==> src/rtl/branch_resolution_unit.sv <==
// Branch resolution unit: queues fetch-time predictions in order, checks them
// against execute outcomes, and drives BHT updates, flush/redirect and statistics.
module branch_resolution_unit #(
  parameter int PC_W  = 32,
  parameter int LOWER = 7,
  parameter int DEPTH = 4,
  parameter int CNT_W = 16
) (
  input  logic             clk,
  input  logic             arst_n,
  input  logic             en,
  input  logic             pred_valid,
  input  logic [PC_W-1:0]  pred_pc,
  input  logic             pred_taken,
  input  logic [PC_W-1:0]  pred_target,
  input  logic             res_valid,
  input  logic             res_taken,
  input  logic [PC_W-1:0]  res_target,
  output logic             full,
  output logic             empty,
  output logic             bht_upd_valid,
  output logic [LOWER-1:0] bht_write_addr,
  output logic             bht_was_taken,
  output logic             flush,
  output logic [PC_W-1:0]  redirect_pc,
  output logic             underflow_err,
  output logic [CNT_W-1:0] branch_count,
  output logic [CNT_W-1:0] mispredict_count
);

  localparam int AW = $clog2(DEPTH);

  logic [PC_W-1:0] pc_mem    [DEPTH];
  logic            taken_mem [DEPTH];
  logic [PC_W-1:0] tgt_mem   [DEPTH];

  logic [AW-1:0] wr_ptr;
  logic [AW-1:0] rd_ptr;
  logic [AW:0]   count;

  logic            pop;
  logic            push;
  logic            mis;
  logic [PC_W-1:0] e_pc;
  logic            e_taken;
  logic [PC_W-1:0] e_tgt;

  assign full  = (count == (AW+1)'(DEPTH));
  assign empty = (count == '0);

  // Handshake: pred_valid is accepted when !full, or when a pop frees a slot in
  // the same cycle; res_valid is consumed only when !empty (else it is an underflow).
  assign pop  = en & res_valid & ~empty;
  assign push = en & pred_valid & (~full | pop);

  assign e_pc    = pc_mem[rd_ptr];
  assign e_taken = taken_mem[rd_ptr];
  assign e_tgt   = tgt_mem[rd_ptr];

  // The predicted target only matters when both sides agree the branch is taken.
  assign mis = pop & ((e_taken != res_taken) |
                      (e_taken & res_taken & (e_tgt != res_target)));

  always_ff @(posedge clk) begin
    if (push && !mis) begin
      pc_mem[wr_ptr]    <= pred_pc;
      taken_mem[wr_ptr] <= pred_taken;
      tgt_mem[wr_ptr]   <= pred_target;
    end
  end

  always_ff @(posedge clk or negedge arst_n) begin
    if (!arst_n) begin
      wr_ptr           <= '0;
      rd_ptr           <= '0;
      count            <= '0;
      bht_upd_valid    <= 1'b0;
      bht_write_addr   <= '0;
      bht_was_taken    <= 1'b0;
      flush            <= 1'b0;
      redirect_pc      <= '0;
      underflow_err    <= 1'b0;
      branch_count     <= '0;
      mispredict_count <= '0;
    end else if (en) begin
      bht_upd_valid <= pop;
      flush         <= mis;
      if (res_valid && empty) underflow_err <= 1'b1;
      if (pop) begin
        bht_write_addr <= e_pc[LOWER-1:0];
        bht_was_taken  <= res_taken;
        if (!(&branch_count)) branch_count <= branch_count + 1'b1;
      end
      if (mis) begin
        redirect_pc <= res_taken ? res_target : e_pc + PC_W'(4);
        if (!(&mispredict_count)) mispredict_count <= mispredict_count + 1'b1;
        // Everything still queued is wrong-path, including a same-cycle push.
        rd_ptr <= wr_ptr;
        count  <= '0;
      end else begin
        if (push) wr_ptr <= wr_ptr + 1'b1;
        if (pop)  rd_ptr <= rd_ptr + 1'b1;
        case ({push, pop})
          2'b10:   count <= count + 1'b1;
          2'b01:   count <= count - 1'b1;
          default: count <= count;
        endcase
      end
    end
  end

endmodule

==> config.mk <==
export PLATFORM = sky130hd
export DESIGN_NAME = branch_resolution_unit
export DESIGN_NICKNAME = d
export VERILOG_FILES = /design/src/rtl/branch_resolution_unit.sv
export SDC_FILE = /design/constraint.sdc
export NUM_CORES = 1
export LEC_CHECK = 0
export ABC_AREA = 1
export BUFFER_PORTS_ARGS = -buffer_cell sky130_fd_sc_hd__buf_2
export CAP_MARGIN = 15
export CORE_AREA = 2 2 180 182
export DETAILED_ROUTE_END_ITERATION = 16
export DIE_AREA = 0 0 182 184
export PLACE_DENSITY = 0.69
export SKIP_CTS_REPAIR_TIMING = 1
export SLEW_MARGIN = 20
export SYNTH_ARGS = -nofsm -noshare
export SYNTH_HDL_FRONTEND = slang
export SYNTH_SLANG_ARGS = --single-unit
==> constraint.sdc <==
create_clock -name clk -period 14 [get_ports clk]
set_input_delay 0.7 -clock clk [delete_from_list [all_inputs] [get_ports clk]]
set_output_delay 0.7 -clock clk [all_outputs]
set_load 0.005 [all_outputs]
==> After elaboration in Yosys (flattened, before gate mapping) <==
Memories as Yosys holds them, arrays and structs flattened.
Index checks and enable logic that the tools add are counted.
{ "classes": {"n_addsub": 7, "n_reduce_logical": 16, "mux": 7, "n_eq_ne": 5, "bitwise": 14} }
{ "op_table": {"columns": ["cell", "count"], "rows": [
  ["$add A16 B1 Y16 const B", 2],
  ["$add A32 B3 Y32 const B", 1],
  ["$mux W32", 1],
  ["$ne A32 B32 Y1", 1],
  ["$reduce_and A16 Y1", 2],
  ["$reduce_and A2 Y1", 5],
  ["$reduce_and A3 Y1", 3],
  ["$and A1 B1 Y1", 7],
  ["$pmux W3 S2", 1],
  ["$not A1 Y1", 5],
  ["$add A2 B1 Y2 const B", 2],
  ["$mux W2", 2],
  ["$add A3 B1 Y3 const B", 1],
  ["$eq A3 B3 Y1 const B", 1],
  ["$logic_not A3 Y1", 1],
  ["$mux W3", 1],
  ["$reduce_bool A3 Y1", 1],
  ["$sub A3 B1 Y3 const B", 1],
  ["$eq A2 B1 Y1 const B", 1],
  ["$eq A2 B2 Y1 const B", 1],
  ["$logic_and A1 B1 Y1", 2],
  ["$mux W1", 2],
  ["$or A1 B1 Y1", 2],
  ["$reduce_bool A2 Y1", 1],
  ["other kinds (2)", 2]
]} }
{ "totals": {"out_inout_bits": 77, "wordCells": 63, "inputBits": 103, "memories": 3, "register_bits": 82, "ram_bits": 260} }
{ "mem_list": {"columns": ["memory", "words", "word_bits", "rd", "rd_ports_with_merged_regs", "write_ports", "line", "source"], "rows": [
  ["pc_mem", 4, 32, 1, 0, 1, "33", "logic [PC_W-1:0] pc_mem [DEPTH];"],
  ["tgt_mem", 4, 32, 1, 0, 1, "35", "logic [PC_W-1:0] tgt_mem [DEPTH];"],
  ["taken_mem", 4, 1, 1, 0, 1, "34", "logic taken_mem [DEPTH];"]
]} }

==> Logic depth before layout (Yosys ltp) <==
An unclocked memory read counts as a cell.
{ "logic_depth": {"depth_word": 9, "mapped_depth": 22, "mapped_depth_nobuf": 18} }

==> Worst setup path after synthesis <==
OpenSTA, ideal clock, no wires.
{ "synth_path": {"kind": "reg2reg", "from": "reg rd_ptr[0]", "to": "mem pc_mem[0][0], enable pin", "setup_slack_ns": 8.572, "path_buffers": 7, "stages_incl_launch_ff": 17, "setup_time_ns": 0.488, "required_ns": 13.512, "arrival_ns": 4.939, "cell_sequence": "dfrtp_1 buf_6 inv_4 buf_8 buf_6 buf_6 buf_2 buf_2 nor2_1 o22ai_1 ha_1 inv_1 nand2_2 nand2_2 buf_6 nand2_1 nor2_1"} }
{ "synth_between": {"elab_chain_cells": 9} }
{ "synth_rtl": {"columns": ["element", "line", "source"], "rows": [
  ["start, declared", "38", "logic [AW-1:0] rd_ptr;"],
  ["start signal, assigned", "98", "rd_ptr <= wr_ptr;"],
  ["start signal, assigned", "102", "if (pop) rd_ptr <= rd_ptr + 1'b1;"],
  ["$mem_v2 Z4 W32 or $mem_v2 Z4 W1 (tied branches)", null, null],
  ["$ne A32 B32 Y1 or $and A1 B1 Y1 (tied branches)", "62", "(e_taken & res_taken & (e_tgt != res_target)));"],
  ["$and A1 B1 Y1", "62", null],
  ["$or A1 B1 Y1 *", "61", "assign mis = pop & ((e_taken != res_taken) |"],
  ["$and A1 B1 Y1 *", "61", null],
  ["$logic_not A1 Y1 *", "65", "if (push && !mis) begin"],
  ["$logic_and A1 B1 Y1 *", "65", null],
  ["$mux W1 *", "65", null],
  ["$mux W1 (implied by the code) *", "66", "pc_mem[wr_ptr] <= pred_pc;"],
  ["end, declared", "33", null]
]} }
Mark *: on every way between the ends. The rest lies on a longest branch, timed or not.

==> Worst setup path in the final report <==
{ "layout_path": {"from": "reg rd_ptr[0]", "to": "mem pc_mem[1][13], enable pin"} }
The elaborated chain is that of the path after synthesis.

==> impl_metrics.toml <==
[clock_network]
clk_pin_slew_ps = 60
cts_buffer_depth = 3
clkLatencyLatePin_ps = 530
h-tree-depth = 2
numCtsBuffers = 38
cts_num_sinks = 342
clock-root-buffer = "clkbuf_16"
cts_tree = "yes"

[finish]
utilization_pct = 57.2
fillers = 2731
n_antenna_cell = 0
area_delta_synth_final_pct = 15.1
drive_gt1_share_pct = 14.8
finalNonFillerCells = 2192
fin_area_mm2 = 0.0180
final_nets = 1872

[drt]
wire_per_inst_um = 17.6
drcViolationCount = 0
routed_wirelength_um = 38600
drt-pass1-iter-count = 5
drt_iter0_drc = 741
antenna_left = 0
viasPerCell = 5.26
vias = 11500

[synthesis]
yosys.area_share.simple_pct = 23.4
ys_seq_elements = 342
synth_top_family_by_area = "simple AND/OR/NAND/NOR gates"
synth_area_leader_cell = "edfxtp_1"
netlist_instances = 1592
yosysSeqAreaShare_pct = 63.2
synth_area_mm2 = 0.0156
synthArstFlopShare_pct = 24.0
syn-num-nets = 1704
syn_area_per_cell_um2 = 9.80
synth_cell_types = 39
synth_mux_area_share_pct = 0.192
ys_warn_count = 0
synth_xor_area_share_pct = 2.58
ys.flop_type = "edfxtp_1"
synthTopCellsByArea = "edfxtp_1 50%, dfrtp_1 13%, nand2_1 12%, nand3_1 4.5%, nor2_1 4.3%"
synth_fa_ha_area_share_pct = 0.770
synth_top_area_share_pct = 50.0
synth_edf_count = 260
synth_compound_area_share_pct = 4.46

[power_and_ir_drop]
ir_drop_mv = 0.146
p_leak_nw = 7.77
pwr_density_cell_mw_per_mm2 = 191

[worst_setup_path]
cp-start-kind = "register"
required_ps = 14150
r2r_end = "pc_mem[1][13]"
slowest_delay_ps = 860
cp-startpoint = "rd_ptr[0]"
cp_common_cell = "nand2_1"
cp.arrival_ps = 6000
crit_path_max_fanout = 93
slowest_stage = "buf_4"
endpoint_kind = "register"
path_class = "register to register"
reg2reg_depth = 16
r2r_start = "rd_ptr[0]"
cp_cell_sequence = "buf_4 -> nand2_1 -> nand3_1 -> nand3_1 -> nand2_1 -> nand3_1 -> nor2_1 -> nand2_1 -> nor2_1 -> nand2_1 -> nand2_2 -> nand2_2 -> nand2_2 -> nand2_1 -> nor2_4 -> buf_4"
r2r_slack_ps = 8150

[place]
port_buffers = 179
placed_cell_area_mm2 = 0.0167
gp_congestion = 0.945
dp_cells = 2121
place_hpwl_um = 25600

[hold_path]
min_to = "tgt_mem[0][20]"
hold_class = "input port to register"
hp-start = "pred_target[20]"
hold_depth = 1

[floorplan]
start_util_pct = 49.7
die-area_mm2 = 0.0335
rows = 65
core_area_mm2 = 0.0314
fp.dieH_um = 184
io-pin-count = 180
die_w_um = 182

[global_routing]
grt_pass1_vias = 11000
antenna_found_initial = 1
grt_max_degree = 94
overflow = 0
grt_pass1_wl_um = 59600
track_usage_pct = 23.1

[timing]
tns_ps = 0
fin_crit_ps = 5850
relSlewSlack_pct = 29.1
holdWs_ps = 385
worstMarginPinSlew_ps = 1060
setup_viol = 0
max_freq_ghz = 0.171
finClkSkew_ps = 15.9
period_share_pct = 41.8
final_max_slew_viol_count = 0
hold_viol_final = 0
rsz0062_at_grt = "false"

[flow_run]
maxCapViolCount = 0

[run_status]
status = "finished clean"
## cell usage in the layout, fill, tap and decap left out, types with 3 or more instances in the layout
cell type / n
a21oi_1: 3
buf_2: 178
buf_4: 11
bufinv_16: 5
clkbuf_1: 9
clkbuf_16: 38
clkinv_1: 11
dfrtp_1: 80
edfxtp_1: 260
ha_1: 8
inv_1: 105
inv_2: 3
mux2i_1: 3
nand2_1: 513
nand2_2: 3
nand3_1: 140
nand3b_1: 16
nand4_1: 11
nor2_1: 175
nor2_2: 6
nor2_4: 4
nor3_1: 12
nor4_1: 3
o21ai_0: 94
o21ai_1: 22
o22ai_1: 6
xnor2_1: 18
xor2_1: 28
## layer usage
layer,up-vias,global-route usage [%],share of wire [%]
li1,5631,-,-
met1,5438,30.4,42
met2,389,39.0,47
met3,65,4.38,7.2
met4,2,7.58,2.9
met5,-,0,0.034
## critical path: cells and delay by family (launching register included)
family,cells,cell delay [ps]
and+or+nand+nor,14,3000
buffers and inverters,2,1590
DFF,1,770
## worst max-delay path by stage
stage,slack [ps],end,cells after the start
global placement,8310,pc_mem[1][22],18
floorplan,8570,pc_mem[0][0],16
CTS,8200,pc_mem[1][26],16
finish,8150,pc_mem[1][13],16
global route,7630,pc_mem[1][23],16
detailed placement,8220,pc_mem[1][15],18
## state kept, by name, summed over array words and instances (netlist names)
signal	cells
bht_was_taken	1
underflow_err	1
mispredict_count	16
pc_mem	128
redirect_pc	32
taken_mem	4
bht_write_addr	7
flush	1
tgt_mem	128
wr_ptr	2
branch_count	16
bht_upd_valid	1
count	3
rd_ptr	2
## cells in the mapped netlist (8+ instances only)
library cell / n
clkbuf_1: 13
nor2_1: 179
nand4_1: 11
nand3b_1: 16
o21ai_1: 22
nand2_1: 513
xor2_1: 28
buf_6: 16
dfrtp_1: 82
ha_1: 8
nand3_1: 140
o21ai_0: 94
buf_2: 23
nor3_1: 12
xnor2_1: 18
inv_1: 105
edfxtp_1: 260
## cell type report
| cell class | count | area [µm²] | share of cell area (%) |
|---|---|---|---|
| Multi-Input combinational cell | 1078 | 4940 | 27.5 |
| Clock buffer | 47 | 985 | 5.49 |
| Tap cell | 402 | 503 | 2.80 |
| Timing Repair Buffer | 190 | 983 | 5.48 |
| Clock inverter | 23 | 262 | 1.46 |
| Sequential cell | 342 | 9860 | 55.0 |
| Inverter | 110 | 418 | 2.33 |
## report_power, final
| part | leakage [nW] | switching, W | internal, W |
|---|---|---|---|
| logic | 3.77 | 0.000748 | 0.000333 |
| registers | 3.40 | 0.000107 | 0.00125 |
| clock network | 0.597 | 0.000396 | 0.000596 |
## per-stage QoR
stage,total power [W],worst slack (ps)
2_1_floorplan,0.00213,8570
3_3_place_gp,0.00243,8310
3_5_place_dp,0.00246,8220
4_1_cts,0.00345,8200
5_1_grt,0.00366,7630
6_report,0.00343,8150
## kinds of logic after synthesis
| logic type | after synthesis |
|---|---|
| simple gates | 887 |
| xor+xnor | 46 |
| buf+inv | 172 |
| fa+ha+maj | 9 |
| compound gates | 133 |
| flops | 342 |
| mux | 3 |
(Power assumes the default switching activity.)
